`config.mk`:
```
export PLATFORM = sky130hd
export DESIGN_NAME = maxpool_2x2_stream
export DESIGN_NICKNAME = d
export VERILOG_FILES = /design/src/rtl/maxpool_2x2_stream.sv
export SDC_FILE = /design/constraint.sdc
export NUM_CORES = 1
export LEC_CHECK = 0
export BUFFER_PORTS_ARGS = -buffer_cell sky130_fd_sc_hd__buf_2
export CAP_MARGIN = 30
export CORE_MARGIN = 5
export CORE_UTILIZATION = 40
export CTS_CLUSTER_SIZE = 16
export DETAILED_ROUTE_END_ITERATION = 8
export PLACE_DENSITY_LB_ADDON = 0.3
export RECOVER_POWER = 100
export REMOVE_ABC_BUFFERS = 1
export SKIP_CTS_REPAIR_TIMING = 1
export SLEW_MARGIN = 5
export SYNTH_ARGS = -nofsm -noshare
export SYNTH_HDL_FRONTEND = slang
export SYNTH_SLANG_ARGS = --single-unit
```
`constraint.sdc`:
```
create_clock -name clk -period 4.5 [get_ports clk]
set_input_delay 0.9 -clock clk [delete_from_list [all_inputs] [get_ports clk]]
set_output_delay 0.9 -clock clk [all_outputs]
set_load 0.01 [all_outputs]
```
`src/rtl/maxpool_2x2_stream.sv`:
```
// Streaming 2x2 max-pool: horizontal max in one register stage, vertical max via a row buffer.
// Optional output ReLU clamp selected by the MAXPOOL_RELU_EN macro.
module maxpool_2x2_stream #(
  parameter int unsigned DATA_WIDTH    = 8,
  parameter int unsigned SYSTOLIC_SIZE = 16,
  parameter int unsigned NUM_MODULES   = 16
) (
  input  logic                                      clk,
  input  logic                                      rst_n,
  input  logic                                      clear,
  input  logic                                      in_valid,
  input  logic [NUM_MODULES*DATA_WIDTH*2-1:0]       data_in,
  output logic                                      out_valid,
  output logic [(NUM_MODULES/2)*DATA_WIDTH*2-1:0]   data_out,
  output logic                                      tile_done
);

  localparam int unsigned LW        = 2 * DATA_WIDTH;
  localparam int unsigned OUT_LANES = NUM_MODULES / 2;
  localparam int unsigned OUT_W     = OUT_LANES * LW;
  localparam int unsigned PAIRS     = SYSTOLIC_SIZE / 2;
  localparam int unsigned CNT_W     = (PAIRS > 1) ? $clog2(PAIRS) : 1;

  logic [OUT_W-1:0] h_row_q, h_row_d;
  logic             h_valid_q, h_valid_d;
  logic [OUT_W-1:0] row_buf_q, row_buf_d;
  logic             parity_q, parity_d;
  logic [CNT_W-1:0] pair_cnt_q, pair_cnt_d;
  logic             out_valid_q, out_valid_d;
  logic             tile_done_q, tile_done_d;
  logic [OUT_W-1:0] data_out_q, data_out_d;

  logic signed [LW-1:0] h_a, h_b;
  logic signed [LW-1:0] v_a, v_b, v_max;

  // Stage H: pairwise max of adjacent columns; a row in a clear cycle is dropped.
  always_comb begin
    h_row_d   = h_row_q;
    h_valid_d = 1'b0;
    h_a       = '0;
    h_b       = '0;
    if (!clear && in_valid) begin
      h_valid_d = 1'b1;
      for (int unsigned j = 0; j < OUT_LANES; j++) begin
        h_a = data_in[(2*j)*LW +: LW];
        h_b = data_in[(2*j+1)*LW +: LW];
        h_row_d[j*LW +: LW] = (h_a > h_b) ? h_a : h_b;
      end
    end
  end

  // Stage V: even rows park in row_buf, odd rows complete the pair.
  always_comb begin
    row_buf_d   = row_buf_q;
    parity_d    = parity_q;
    pair_cnt_d  = pair_cnt_q;
    out_valid_d = 1'b0;
    tile_done_d = 1'b0;
    data_out_d  = data_out_q;
    v_a         = '0;
    v_b         = '0;
    v_max       = '0;
    if (clear) begin
      parity_d   = 1'b0;
      pair_cnt_d = '0;
    end else if (h_valid_q) begin
      if (!parity_q) begin
        row_buf_d = h_row_q;
        parity_d  = 1'b1;
      end else begin
        for (int unsigned j = 0; j < OUT_LANES; j++) begin
          v_a   = row_buf_q[j*LW +: LW];
          v_b   = h_row_q[j*LW +: LW];
          v_max = (v_a > v_b) ? v_a : v_b;
`ifdef MAXPOOL_RELU_EN
          data_out_d[j*LW +: LW] = v_max[LW-1] ? '0 : v_max;
`else
          data_out_d[j*LW +: LW] = v_max;
`endif
        end
        out_valid_d = 1'b1;
        parity_d    = 1'b0;
        if (pair_cnt_q == CNT_W'(PAIRS - 1)) begin
          pair_cnt_d  = '0;
          tile_done_d = 1'b1;
        end else begin
          pair_cnt_d = pair_cnt_q + CNT_W'(1);
        end
      end
    end
  end

  always_ff @(posedge clk or negedge rst_n) begin
    if (!rst_n) begin
      h_row_q     <= '0;
      h_valid_q   <= 1'b0;
      row_buf_q   <= '0;
      parity_q    <= 1'b0;
      pair_cnt_q  <= '0;
      out_valid_q <= 1'b0;
      tile_done_q <= 1'b0;
      data_out_q  <= '0;
    end else begin
      h_row_q     <= h_row_d;
      h_valid_q   <= h_valid_d;
      row_buf_q   <= row_buf_d;
      parity_q    <= parity_d;
      pair_cnt_q  <= pair_cnt_d;
      out_valid_q <= out_valid_d;
      tile_done_q <= tile_done_d;
      data_out_q  <= data_out_d;
    end
  end

  assign out_valid = out_valid_q;
  assign tile_done = tile_done_q;
  assign data_out  = data_out_q;

endmodule

```
# Word level (Yosys, flattened, before mapping)

Cells that the tools add are included.

Output and inout port bits: 130
Input port bits: 260
Bits in registers: 391
Word-level logic and storage cells: 66

$add $sub $neg: 1
Reductions and logical operators: 7
Bitwise logic cells: 2
Mux-type cells: 31
Equal/unequal tests: 1
$lt $le $gt $ge: 16

Operators by type and width:

| cell                  | number |
|---|---|
| $gt A16 B16 Y1        | 16 |
| $mux W16              | 16 |
| $mux W3               | 4 |
| $mux W1               | 11 |
| $reduce_and A3 Y1     | 2 |
| $reduce_bool A2 Y1    | 2 |
| $add A3 B1 Y3 const B | 1 |
| $eq A3 B3 Y1 const B  | 1 |
| $not A1 Y1            | 2 |
| $reduce_and A2 Y1     | 1 |
| $logic_and A1 B1 Y1   | 1 |
| $logic_not A1 Y1      | 1 |

# Depth between registers and ports, before layout

Depth after elaboration: 5
Mapped depth: 11
Gate-level depth less buffers: 9

# Worst setup path after synthesis

Ideal clock, no wire load.

Path type: input -> register
Start point: input port data_in[189]
End point: register h_row_q[88]
Cell stages on the path: 11
Data required time: 4.364 ns
Data arrival time: 2.824 ns
Setup slack: 1.540 ns
Setup time: 0.136 ns
Path through: inv_1 > ha_1 > and3_1 > nand3_1 > nor2_1 > or4_1 > o31ai_1 > buf_4 > buf_4 > mux2i_1 > o21ai_0

Word-level cells in the longest chain between the ends: 2

RTL lines:

| item                 | RTL line | source |
|---|---|---|
| start, declared      | 12       | `input logic [NUM_MODULES*DATA_WIDTH*2-1:0] data_in,` |
| $gt A16 B16 Y1       | 47       | `h_row_d[j*LW +: LW] = (h_a > h_b) ? h_a : h_b;` |
| $mux W16             | 47       |  |
| end signal, assigned | 104      | `h_row_q <= h_row_d;` |
| end, declared        | 24       | `logic [OUT_W-1:0] h_row_q, h_row_d;` |

No other way between the ends.
A chain may end at the register's enable or synchronous reset.

# Worst setup path after layout

Start point: input port data_in[173]
End point: register h_row_q[90]

Same word-level chain as after synthesis.

==> impl_metrics.env <==
export IMPL_status="finished with violations"
export IMPL_failed_checks="capacitance limit, slew limit"
export IMPL_synth_cells=2499
export IMPL_synth_yosys_seq_area_share_pct=41.7
export IMPL_clk_pin_slew_ps=60
export IMPL_total_power_mw=14.1
export IMPL_cts_root_buffer="clkbuf_16"
export IMPL_clockBufferDepth=3
export IMPL_crit_slowest_cell="o31ai_1"
export IMPL_area_delta_synth_final_pct=16.7
export IMPL_dr_pass1_iters=6
export IMPL_ys_ff_latch=391
export IMPL_place_area_um2=26200
export IMPL_async_reset_ff_share_pct=100
export IMPL_dp_hpwl_um=47100
export IMPL_p_switching_mw=5.33
export IMPL_drt_iter0_markers=1193
export IMPL_ir_drop_uv=228
export IMPL_grt_pass1_wl_um=103000
export IMPL_worstMarginPinSlew_ps=3050
export IMPL_path_buf_inv=2
export IMPL_wl_um=63000
export IMPL_wire_per_inst_um=17.3
export IMPL_dp_slack_ps=865
export IMPL_synth_top_area_share_pct=41.7
export IMPL_final_setup_skew_ps=20.2
export IMPL_ant_nets=0
export IMPL_core_area_um2=57900
export IMPL_via_count=19500
export IMPL_post_route_period_util_pct=84.9
export IMPL_busiest_layer="met2"
export IMPL_leakagePower_nw=13.3
export IMPL_drc=0
export IMPL_viasPerCell=5.36
export IMPL_min_period_ps=3820
export IMPL_num_rows=88
export IMPL_drv_slew=209
export IMPL_use_met1_pct=25.7
export IMPL_io_buffers=389
export IMPL_power_frac_clock_pct=25.1
export IMPL_die_area_um2=63600
export IMPL_hp_class="flip-flop to flip-flop"
export IMPL_cts_num_sinks=391
export IMPL_grtUsageMet3_pct=3.80
export IMPL_netlist_cell_type_count=50
export IMPL_whs_ps=481
export IMPL_grt_max_degree=193
export IMPL_design_area_um2=27400
export IMPL_chipHeight_um=252
export IMPL_critical_path_top_delay_family="compound AO/OA/AOI/OAI gates"
export IMPL_synth_area_um2=23500
export IMPL_cp_start_kind="input pin"
export IMPL_setup_viol=0
export IMPL_max_freq_mhz=262
export IMPL_hold_violations=0
export IMPL_diodes=0
export IMPL_grtUsageMet2_pct=32.9
export IMPL_grt_overflow_total=0
export IMPL_slowest_delay_ps=900
export IMPL_p_int_mw=8.75
export IMPL_synth_edf_count=0
export IMPL_cts_inserted_buffers=44
export IMPL_worstPathMaxFanout=12
export IMPL_relSlewSlack_pct=-103
export IMPL_power_frac_seq_pct=39.2
export IMPL_crit_type="input pin to flip-flop"
export IMPL_clkLatencyLatePin_ps=560
export IMPL_arrival_ps=4210
export IMPL_timing_rr_start="h_row_q[7]"
export IMPL_synth_flop_cell="dfrtp_1"
export IMPL_worst_slack_ps=681
export IMPL_cts_tree="done"
export IMPL_io_pins=390
export IMPL_p_comb_share_pct=35.8
export IMPL_synthTopCellsByArea="dfrtp_1, ha_1, mux2i_1"
export IMPL_min_from="data_out[43]"
export IMPL_path_cells="buf_2 > ha_1 > and3_1 > nand3_1 > nor2_1 > or4_1 > o31ai_1 > clkbuf_1 > mux2i_1 > o21ai_0"
export IMPL_nets=3361
export IMPL_fill_cells=5600
export IMPL_end_kind="flip-flop"
export IMPL_rsz0062_at_grt="false"
export IMPL_start_util_pct=40.5
export IMPL_yosysWarnings=0
export IMPL_worstSetupStartpoint="data_in[173]"
export IMPL_gp_congestion=0.946
export IMPL_worstPathRequired_ps=4890
export IMPL_yosysTopAreaCell="dfrtp_1"
export IMPL_die_w_um=252
export IMPL_grt_antenna_before_repair=1
export IMPL_track_usage_pct=19.3
export IMPL_cap_viol_max_count=4
export IMPL_power_density_nw_per_um2=514
export IMPL_cts_htree_levels=2
export IMPL_layoutNonFillerInstCount=3643
export IMPL_grt_pass1_vias=20300
export IMPL_dpl_cell_count=3561
export IMPL_power_share_switching_pct=37.9
export IMPL_drive_above_1_share_pct=16.7
export IMPL_avgSynthCellArea_um2=9.39
## final cells by class
class	instances	area (µm²)	share of cell area [%]
sequential	391	9780	35.7
multi-input combinational	1716	12100	44.3
clock buffer	60	1250	4.57
clock inverter	21	169	0.617
inverter	270	1010	3.70
tap	765	957	3.50
timing repair buffer	420	2070	7.56
## cells in the final DEF (no fill, tap or decap), types with 45 or more instances in the layout
cell / synthesis / layout
a21oi_1: 138 / 138
nor2_1: 178 / 178
buf_2: 4 / 252
nand2_1: 168 / 168
clkbuf_16: 0 / 45
ha_1: 258 / 258
nand3_1: 144 / 144
dfrtp_1: 391 / 391
o21ai_0: 239 / 244
a31oi_1: 113 / 113
inv_1: 268 / 270
mux2i_1: 138 / 138
mux2_2: 121 / 120
clkbuf_1: 100 / 151
## cell families (layout without fill, tap and decap cells)
| logic type | after synthesis | after routing | synth area share, % |
|---|---|---|---|
| muxes | 260 | 260 | 11.8 |
| buffers and inverters | 392 | 771 | 6.60 |
| DFF | 391 | 391 | 41.7 |
| xor gates and xnor gates | 1 | 1 | 0.0373 |
| AOI/OAI and AO/OA | 587 | 587 | 14.2 |
| adders and majority gates | 258 | 258 | 13.8 |
| and+or+nand+nor | 610 | 610 | 12.0 |
## flip-flops by register name, summed over array words and instances (netlist names)
name	cells
parity_q	1
h_valid_q	1
row_buf_q	128
out_valid	1
pair_cnt_q	3
h_row_q	128
tile_done	1
data_out	128
## metrics by stage
step / utilization [%] / TNS (ps)
global placement: 45.3 / 0
CTS: 47.8 / 0
floorplan: - / -954000
global route: 47.3 / 0
finish: 47.3 / 0
detailed placement: 45.3 / 0
## worst paths after layout
kind                            slack, ps      endpoint  cells after the start
worst min-delay path                  480  data_out[43]                      2
max in group asynchronous            1150   h_row_q[94]                      3
worst max register to register        690  data_out[10]                      9
worst max-delay path                  680   h_row_q[90]                     10
min in group asynchronous            1290   h_row_q[79]                      1
worst min register to register        480  data_out[43]                      2
## synth_stat cells (24+ instances only)
cell and instances:
a21o_1 24, a21oi_1 138, a31oi_1 113, clkbuf_1 100, dfrtp_1 391, ha_1 258, inv_1 268, mux2_2 121
mux2i_1 138, nand2_1 168, nand3_1 144, nand4_1 36, nor2_1 178, o21ai_0 239
## worst reg2reg max path: stages, from the launching register on
cell	delay, ps
dfrtp_1	400
inv_1	60
ha_1	320
a41o_1	240
a21oi_1	270
nor3_1	90
or4b_1	550
mux2i_2	1190
mux2i_1	380
a21oi_1	100
## power by group through the flow
stage,registers [mW],logic [mW],clock network [mW]
after floorplan,5.53,3.16,0
after global placement,5.49,5.14,0
after detailed placement,5.54,5.26,0
after CTS,5.49,5.29,3.64
after global routing,5.66,5.73,3.79
final,5.51,5.03,3.53
## metal layers
metal  vias to the layer above  wire [µm]
met5                         -          0
met4                         0       1290
met3                        89       3540
met2                       473      29900
met1                      9466      28300
li1                       9516          -
Power figures use the tool's default switching activity.
